## src/rtl/id_dispatch_buffer_pkg.sv

```systemverilog
// Shared constants for the ID/EX dispatch buffer: side-dispatch channel indices
// for the multi-cycle execution units.
package id_dispatch_buffer_pkg;

   localparam int CH_MUL          = 0;
   localparam int CH_DIV          = 1;
   localparam int CH_FPU          = 2;
   localparam int NUM_DISPATCH_CH = 3;

endpackage

```

## src/rtl/id_dispatch_buffer.sv

```systemverilog
// ID/EX boundary buffer: DEPTH-entry ring of decoded entries with per-head
// side-dispatch handshakes and drain-alone handling for serialising entries.
module id_dispatch_buffer
   import id_dispatch_buffer_pkg::*;
#(
   parameter int W         = 64,
   parameter int DEPTH     = 2,
   parameter int NUM_CH    = NUM_DISPATCH_CH,
   parameter int SIDE_GATE = 0
) (
   input  logic              clk,
   input  logic              reset,
   input  logic              flush_in,
   output logic              flush_out,
   input  logic              valid_in,
   output logic              ready_out,
   input  logic [W-1:0]      payload_in,
   input  logic [NUM_CH-1:0] ch_sel_in,
   input  logic              serial_in,
   output logic              valid_out,
   input  logic              ready_in,
   output logic [W-1:0]      payload_out,
   output logic [NUM_CH-1:0] valid_out_ch,
   input  logic [NUM_CH-1:0] ready_in_ch,
   output logic              busy
);

   localparam int PW = (DEPTH > 1) ? $clog2(DEPTH) : 1;
   localparam int CW = $clog2(DEPTH + 1);
   localparam logic [PW-1:0] LAST_PTR = PW'(DEPTH - 1);
   localparam logic [CW-1:0] DEPTH_C  = CW'(DEPTH);

   logic [W-1:0]      payload_mem [DEPTH];
   logic [NUM_CH-1:0] ch_mem      [DEPTH];

   logic [DEPTH-1:0]  serial_reg, serial_next, serial_live;
   logic [PW-1:0]     head_reg, head_next, head_inc;
   logic [PW-1:0]     tail_reg, tail_next, tail_inc;
   logic [CW-1:0]     count_reg, count_next, eff;
   logic [NUM_CH-1:0] pend_reg, pend_next;
   logic              nonempty, retire, accept, serial_present;

   assign head_inc = (head_reg == LAST_PTR) ? '0 : head_reg + PW'(1);
   assign tail_inc = (tail_reg == LAST_PTR) ? '0 : tail_reg + PW'(1);

   assign nonempty     = (count_reg != '0);
   assign valid_out    = (SIDE_GATE != 0) ? (nonempty && (pend_reg == '0)) : nonempty;
   assign valid_out_ch = pend_reg & {NUM_CH{nonempty}};
   assign payload_out  = nonempty ? payload_mem[head_reg] : '0;
   assign busy         = nonempty;
   assign flush_out    = flush_in;

   assign retire = valid_out && ready_in && !flush_in;
   assign eff    = count_reg - CW'(retire);

   // A serialising head that retires this cycle no longer blocks the next entry.
   genvar gi;
   generate
      for (gi = 0; gi < DEPTH; gi++) begin : g_live
         assign serial_live[gi] = serial_reg[gi] && !(retire && (head_reg == PW'(gi)));
      end
   endgenerate

   assign serial_present = |serial_live;
   assign ready_out = !flush_in && !serial_present && (eff < DEPTH_C)
                      && (!serial_in || (eff == '0));
   assign accept    = valid_in && ready_out;

   always_comb begin
      count_next  = count_reg + CW'(accept) - CW'(retire);
      head_next   = retire ? head_inc : head_reg;
      tail_next   = accept ? tail_inc : tail_reg;
      serial_next = serial_live;
      if (accept) begin
         serial_next[tail_reg] = serial_in;
      end

      // Pending side bits follow the head; a new head's ch_sel replaces any leftovers.
      pend_next = pend_reg & ~(valid_out_ch & ready_in_ch);
      if (retire) begin
         if (count_reg > CW'(1)) begin
            pend_next = ch_mem[head_inc];
         end else if (accept) begin
            pend_next = ch_sel_in;
         end else begin
            pend_next = '0;
         end
      end else if (accept && (count_reg == '0)) begin
         pend_next = ch_sel_in;
      end

      if (flush_in) begin
         count_next  = '0;
         head_next   = '0;
         tail_next   = '0;
         serial_next = '0;
         pend_next   = '0;
      end
   end

   always_ff @(posedge clk or posedge reset) begin
      if (reset) begin
         count_reg  <= '0;
         head_reg   <= '0;
         tail_reg   <= '0;
         serial_reg <= '0;
         pend_reg   <= '0;
      end else begin
         count_reg  <= count_next;
         head_reg   <= head_next;
         tail_reg   <= tail_next;
         serial_reg <= serial_next;
         pend_reg   <= pend_next;
      end
   end

   always_ff @(posedge clk) begin
      if (accept) begin
         payload_mem[tail_reg] <= payload_in;
         ch_mem[tail_reg]      <= ch_sel_in;
      end
   end

endmodule

```

## config.mk

```make
export PLATFORM = sky130hd
export DESIGN_NAME = id_dispatch_buffer
export DESIGN_NICKNAME = d
export VERILOG_FILES = /design/src/rtl/id_dispatch_buffer_pkg.sv /design/src/rtl/id_dispatch_buffer.sv
export SDC_FILE = /design/constraint.sdc
export NUM_CORES = 1
export LEC_CHECK = 0
export ABC_AREA = 0
export CORE_MARGIN = 1.5
export CORE_UTILIZATION = 49
export CTS_CLUSTER_DIAMETER = 200
export DETAILED_ROUTE_END_ITERATION = 6
export PLACE_DENSITY = 0.8
export SYNTH_ARGS = -nofsm -noshare
export SYNTH_HDL_FRONTEND = slang
export SYNTH_SLANG_ARGS = --single-unit
```

## constraint.sdc

```tcl
create_clock -name clk -period 5.9 [get_ports clk]
set_input_delay 0.59 -clock clk [delete_from_list [all_inputs] [get_ports clk]]
set_output_delay 0.59 -clock clk [all_outputs]
set_load 0.02 [all_outputs]
```

# ---- After elaboration in Yosys (flattened, before gate mapping)
# Memory sizes are Yosys's and may differ from the RTL's.
# Index checks and enable logic that the tools add are counted.
# Widths: inputs -> output; s select.
dict set report totals {
  out_inout_bits 71
  register_bits 9
  ram_bits 134
  memories 2
}
dict set report classes {
  n_mux 20
  n_addsub 5
  bitwise 5
  reduce_logical 24
  n_lt_le_gt_ge 4
}
# memory words word_bits rd rd_clocked_by_memory_dff wr line
set memory_table {}
lappend memory_table {payload_mem 2 64 1 0 1 id_dispatch_buffer.sv:33} ;# logic [W-1:0] payload_mem [DEPTH];
lappend memory_table {ch_mem 2 3 1 0 1 id_dispatch_buffer.sv:34} ;# logic [NUM_CH-1:0] ch_mem [DEPTH];
# operator n
set ops {}
lappend ops {{$mux 64} 1}
lappend ops {{$mux 3} 5}
lappend ops {{$logic_and 1x1->1} 12}
lappend ops {{$and 3x3->3} 3}
lappend ops {{$mux 1} 9}
lappend ops {{$mux 2} 3}
lappend ops {{$reduce_bool 2->1} 3}
lappend ops {{$logic_not 1->1} 5}
lappend ops {{$logic_not 2->1} 2}
lappend ops {{$sub 2x1->2} 2}
lappend ops {{$not 3->3} 1}
lappend ops {{$add 1x1->1 const B} 2}
lappend ops {{$add 2x1->2} 1}
lappend ops {{$bwmux 2} 1}
lappend ops {{$gt 2x1->1 const B} 1}
lappend ops {{$lt 1x2->1 const B} 1}
lappend ops {{$lt 2x2->1 const B} 1}
lappend ops {{$reduce_or 2->1} 1}
lappend ops {{$demux 1 s1} 1}
lappend ops {{$ge 1x1->1 const B} 1}
lappend ops {{$logic_or 1x1->1} 1}
lappend ops {{$not 1->1} 1}

# ---- Longest topological paths before layout
dict set report logic_depth {
  word_depth 16
  mapped_depth 11
  ltp_nobuf 11
}

# ---- Worst setup path after synthesis
# No wires, ideal clock.
dict set report synth_path {
  path_kind {input to register}
  startpoint {input port flush_in}
  endpoint {memory ch_mem[0][0] (netlist name), enable pin}
  stages 6
  slack_ns 0.890
  required_ns 5.407
  arrival_ns 4.517
  setup_ns 0.493
  path_buffers 1
  path_cell_list {buf_6 and2b_1 a31oi_4 a2111oi_4 nand2_2 nor2_1}
}
dict set report synth_between {
  elab_chain_cells 13
}
# item line
set synth_rtl {}
lappend synth_rtl {{start, declared} id_dispatch_buffer.sv:13} ;# input logic flush_in,
lappend synth_rtl {{$logic_not 1->1 *} {id_dispatch_buffer.sv:53, id_dispatch_buffer.sv:65}}
lappend synth_rtl {{parallel branches: the longest is 8 deep, another holds $sub 2x1->2} --}
lappend synth_rtl {{$logic_and 1x1->1 *} id_dispatch_buffer.sv:66} ;# && (!serial_in || (eff == '0));
lappend synth_rtl {{net ready_out} id_dispatch_buffer.sv:16} ;# output logic ready_out,
lappend synth_rtl {{$logic_and 1x1->1 *} id_dispatch_buffer.sv:67} ;# assign accept = valid_in && ready_out;
lappend synth_rtl {{$mux 1 *} id_dispatch_buffer.sv:118} ;# if (accept) begin
lappend synth_rtl {{$mux 1 (not written as such) *} id_dispatch_buffer.sv:120} ;# ch_mem[tail_reg] <= ch_sel_in;
lappend synth_rtl {{end, declared} id_dispatch_buffer.sv:34}
# Mark *: on every way through the listed nets, which the timed path passes.

# ---- Final worst setup path
dict set report layout_path {
  startpoint {register count_reg[1]}
  endpoint {output port ready_out}
}
dict set report layout_between {
  elab_chain_cells 11
}
# item line
set layout_rtl {}
lappend layout_rtl {{start, declared} id_dispatch_buffer.sv:39} ;# logic [CW-1:0] count_reg, count_next, eff;
lappend layout_rtl {{start signal, assigned} id_dispatch_buffer.sv:109} ;# count_reg <= count_next;
lappend layout_rtl {{parallel branches: the longest is 10 deep, another holds $sub 2x1->2} --}
lappend layout_rtl {{$logic_and 1x1->1 *} id_dispatch_buffer.sv:66}
lappend layout_rtl {{end, declared} id_dispatch_buffer.sv:16}
# Every way passes the cells marked *.

==> flow_metrics.py <==
metrics = {
    "logic_synthesis": {
        "synth_area_leaders": "edfxtp_1, mux2i_1, nor2_1",
        "synthMuxAreaShare_pct": 12.1,
        "ys_warn_count": 0,
        "avgSynthCellArea_sq_um": 16.1,
        "netlist.area_leader.share_pct": 71.4,
        "ys_ff_latch": 143,
        "synth_cell_types": 33,
        "synth_seq_area_share_pct": 75.4,
        "synth.largest_area_cell": "edfxtp_1",
        "postSynthNetCount": 427,
        "syn_inst": 349,
        "synth_top_family_by_area": "multiplexers",
        "synth_compound_area_share_pct": 2.82,
        "synth_xor_area_share_pct": 0.466,
        "synthAdderAreaFrac_pct": 0.444,
        "synth_area_sq_um": 5630,
        "synth_simple_gate_area_share_pct": 6.75,
    },
    "drt": {
        "dr.pass1.iters": 4,
        "drt-initial-drc-count": 217,
        "routed_via_density": 5.09,
        "vias": 3318,
        "post_drt_wl_per_cell_um": 17.0,
        "antenna_left": 0,
        "drc": 0,
        "drt_wl_total_mm": 11.1,
    },
    "die": {
        "fp-row-count": 38,
        "die-width_um": 110,
        "initial_core_util_pct": 51.1,
        "core_region_area_sq_um": 11000,
        "die_area_sq_um": 12100,
        "die_y_um": 110,
        "design.portCount": 147,
    },
    "place": {
        "portBuffers": 146,
        "routabilityCongestion": 0.816,
        "place_area_sq_um": 7220,
        "hpwl_mm": 7.02,
    },
    "finish": {
        "final_common_cell": "clkdlybuf4s50_1",
        "multi_input_area_sq_um": 1290,
        "n_fill_cell": 723,
        "final_cell_mix": "clkdlybuf4s50_1, edfxtp_1, nor2_1",
        "seqCellArea_sq_um": 4250,
        "drive_gt1_share_pct": 8.20,
        "area_growth_pct": 39.9,
        "n_antenna_cell": 0,
        "largest_register_ffs": 128,
        "fin_nets": 577,
        "final_area_sq_um": 7880,
    },
    "setup_path": {
        "worst-setup-path-type": "flop to output pin",
        "path_cells": "nor2_4 > buf_4 > clkinv_2 > a31oi_4 > a2111oi_4 > clkdlybuf4s50_1",
        "cp_max_fo": 41,
        "rrSetupSlack_ns": 2.66,
        "r2r-start": "count_reg[1]",
        "crit_required_ns": 5.31,
        "cp.arrival_ns": 3.09,
        "worst_path_largest_cell_delay_ns": 0.56,
        "crit_path_end_kind": "output pin",
        "startpoint_type": "flop",
        "crit_slowest_cell": "clkdlybuf4s50_1",
        "timing.rr.end": "count_reg[1]",
        "r2r_cells": 12,
    },
    "clock_tree": {
        "path_clk_slew_ns": 0.06,
        "cts_tree": "yes",
        "cts_made_buffers": 17,
        "holdBufCountCts": 0,
        "cts.sinks": 143,
        "clockBufferDepth": 2,
        "cts_root_buf": "clkbuf_16",
        "htree_levels": 4,
        "post_cts_resized": 0,
        "clk_latency_ns": 0.41,
        "cts_setup_buffers": 0,
    },
    "sta": {
        "hold_viol_final": 0,
        "slew_headroom_pct": 38.4,
        "fin_skew_ns": 0.00698,
        "timing.final.crit_period_ns": 3.68,
        "fin_crit_sh_pct": 62.4,
        "grt_setup_unrepaired": "no",
        "hold_ws_ns": 0.454,
        "max_freq_mhz": 272,
        "setup_viol": 0,
        "fin_setup_tns_ns": 0,
        "slew_viol_final": 0,
        "tightest_slew_ns": 0.925,
    },
    "power_and_ir_drop": {
        "p_int_mw": 2.39,
        "p_leak_nw": 2.69,
        "power_frac_clock_pct": 35.9,
        "powerDensity_nw_per_um2": 415,
        "switching_share_pct": 27.1,
        "p_switching_mw": 0.887,
        "ir_worst_vdd_mv": 0.225,
        "seqPwrFrac_pct": 38.9,
        "pwr-share-comb_pct": 25.1,
    },
    "global_route": {
        "grt_pass1_wl_mm": 16.6,
        "overflow": 0,
        "grt_antenna_before_repair": 0,
        "grt_pass1_vias": 3302,
        "grt_max_degree": 68,
        "grt_use_total_pct": 18.9,
    },
    "run_status": {
        "outcome": "complete, no violations",
    },
    "run": {
        "cap_violations": 0,
    },
    "hold_path": {
        "hold_path_class": "input pin to async pin",
    },
}
## cells by family after synthesis
group                    after synthesis
AND/OR/NAND/NOR                       90
AO/OA/AOI/OAI                         20
multiplexers                          68
XOR/XNOR                               3
flip-flops                           143
adder cells (fa/ha/maj)                2
buffers and inverters                 23
## layer usage
layer | up-vias | share of wire (%) | global-route usage, %
met3 | 7 | 6.4 | 5.88
met2 | 127 | 50 | 30.5
met5 | - | 0 | 0
li1 | 1579 | - | -
met4 | 0 | 0.66 | 6.50
met1 | 1605 | 43 | 24.5
## critical path: cells and delay by family (launching register included)
family / cells / cell delay [ns]
compound gates: 2 / 0.35
buf+inv: 3 / 1.29
flops: 1 / 0.48
simple gates: 1 / 0.54
## layout make-up
cell class                      instances  area share (%)
Clock buffer                           20            5.67
Timing Repair Buffer                  149            18.8
Inverter                                5           0.254
Clock inverter                         12            2.73
Tap cell                              140            2.22
Sequential cell                       143            54.0
Multi-Input combinational cell        183            16.3
## stage by stage
step           power, mW  cells  utilization (%)  setup WS [ns]
3_5_place_dp        2.12    620             65.5           2.43
4_1_cts             3.31    652             71.5           2.15
6_report            3.27    652             71.5           2.22
3_3_place_gp        2.11    620             65.5           2.51
2_1_floorplan       1.74    349                -          0.890
5_1_grt             3.40    652             71.5           1.99
## how the worst max path moves through the flow
stage | startpoint | end
after floorplan | flush_in | ch_mem[0][0]
after detailed placement | flush_in | payload_mem[0][18]
after global placement | flush_in | payload_mem[0][18]
final | count_reg[1] | ready_out
after CTS | count_reg[1] | ready_out
after global routing | count_reg[1] | ready_out
## power by group through the flow
stage	clock network (mW)	logic [mW]	registers, mW
floorplan	0	0.494	1.25
global placement	0	0.817	1.29
detailed placement	0	0.827	1.29
CTS	1.20	0.836	1.27
global route	1.24	0.881	1.28
finish	1.18	0.823	1.27
## synthesized netlist by cell type (all sizes together)
| library cell | count |
|---|---|
| a2111oi | 1 |
| a21o | 5 |
| a21oi | 2 |
| a31oi | 3 |
| and2 | 3 |
| and2b | 1 |
| and3 | 2 |
| buf | 13 |
| clkbuf | 5 |
| clkinv | 1 |
| dfrtp | 9 |
| edfxtp | 134 |
| ha | 2 |
| inv | 4 |
| mux2i | 68 |
| nand2 | 4 |
| nand2b | 3 |
| nand3 | 3 |
| nor2 | 71 |
| nor2b | 2 |
| o21a | 1 |
| o21ai | 7 |
| o31ai | 1 |
| or3b | 1 |
| xnor2 | 1 |
| xor2 | 2 |
(Power assumes the default switching activity.)
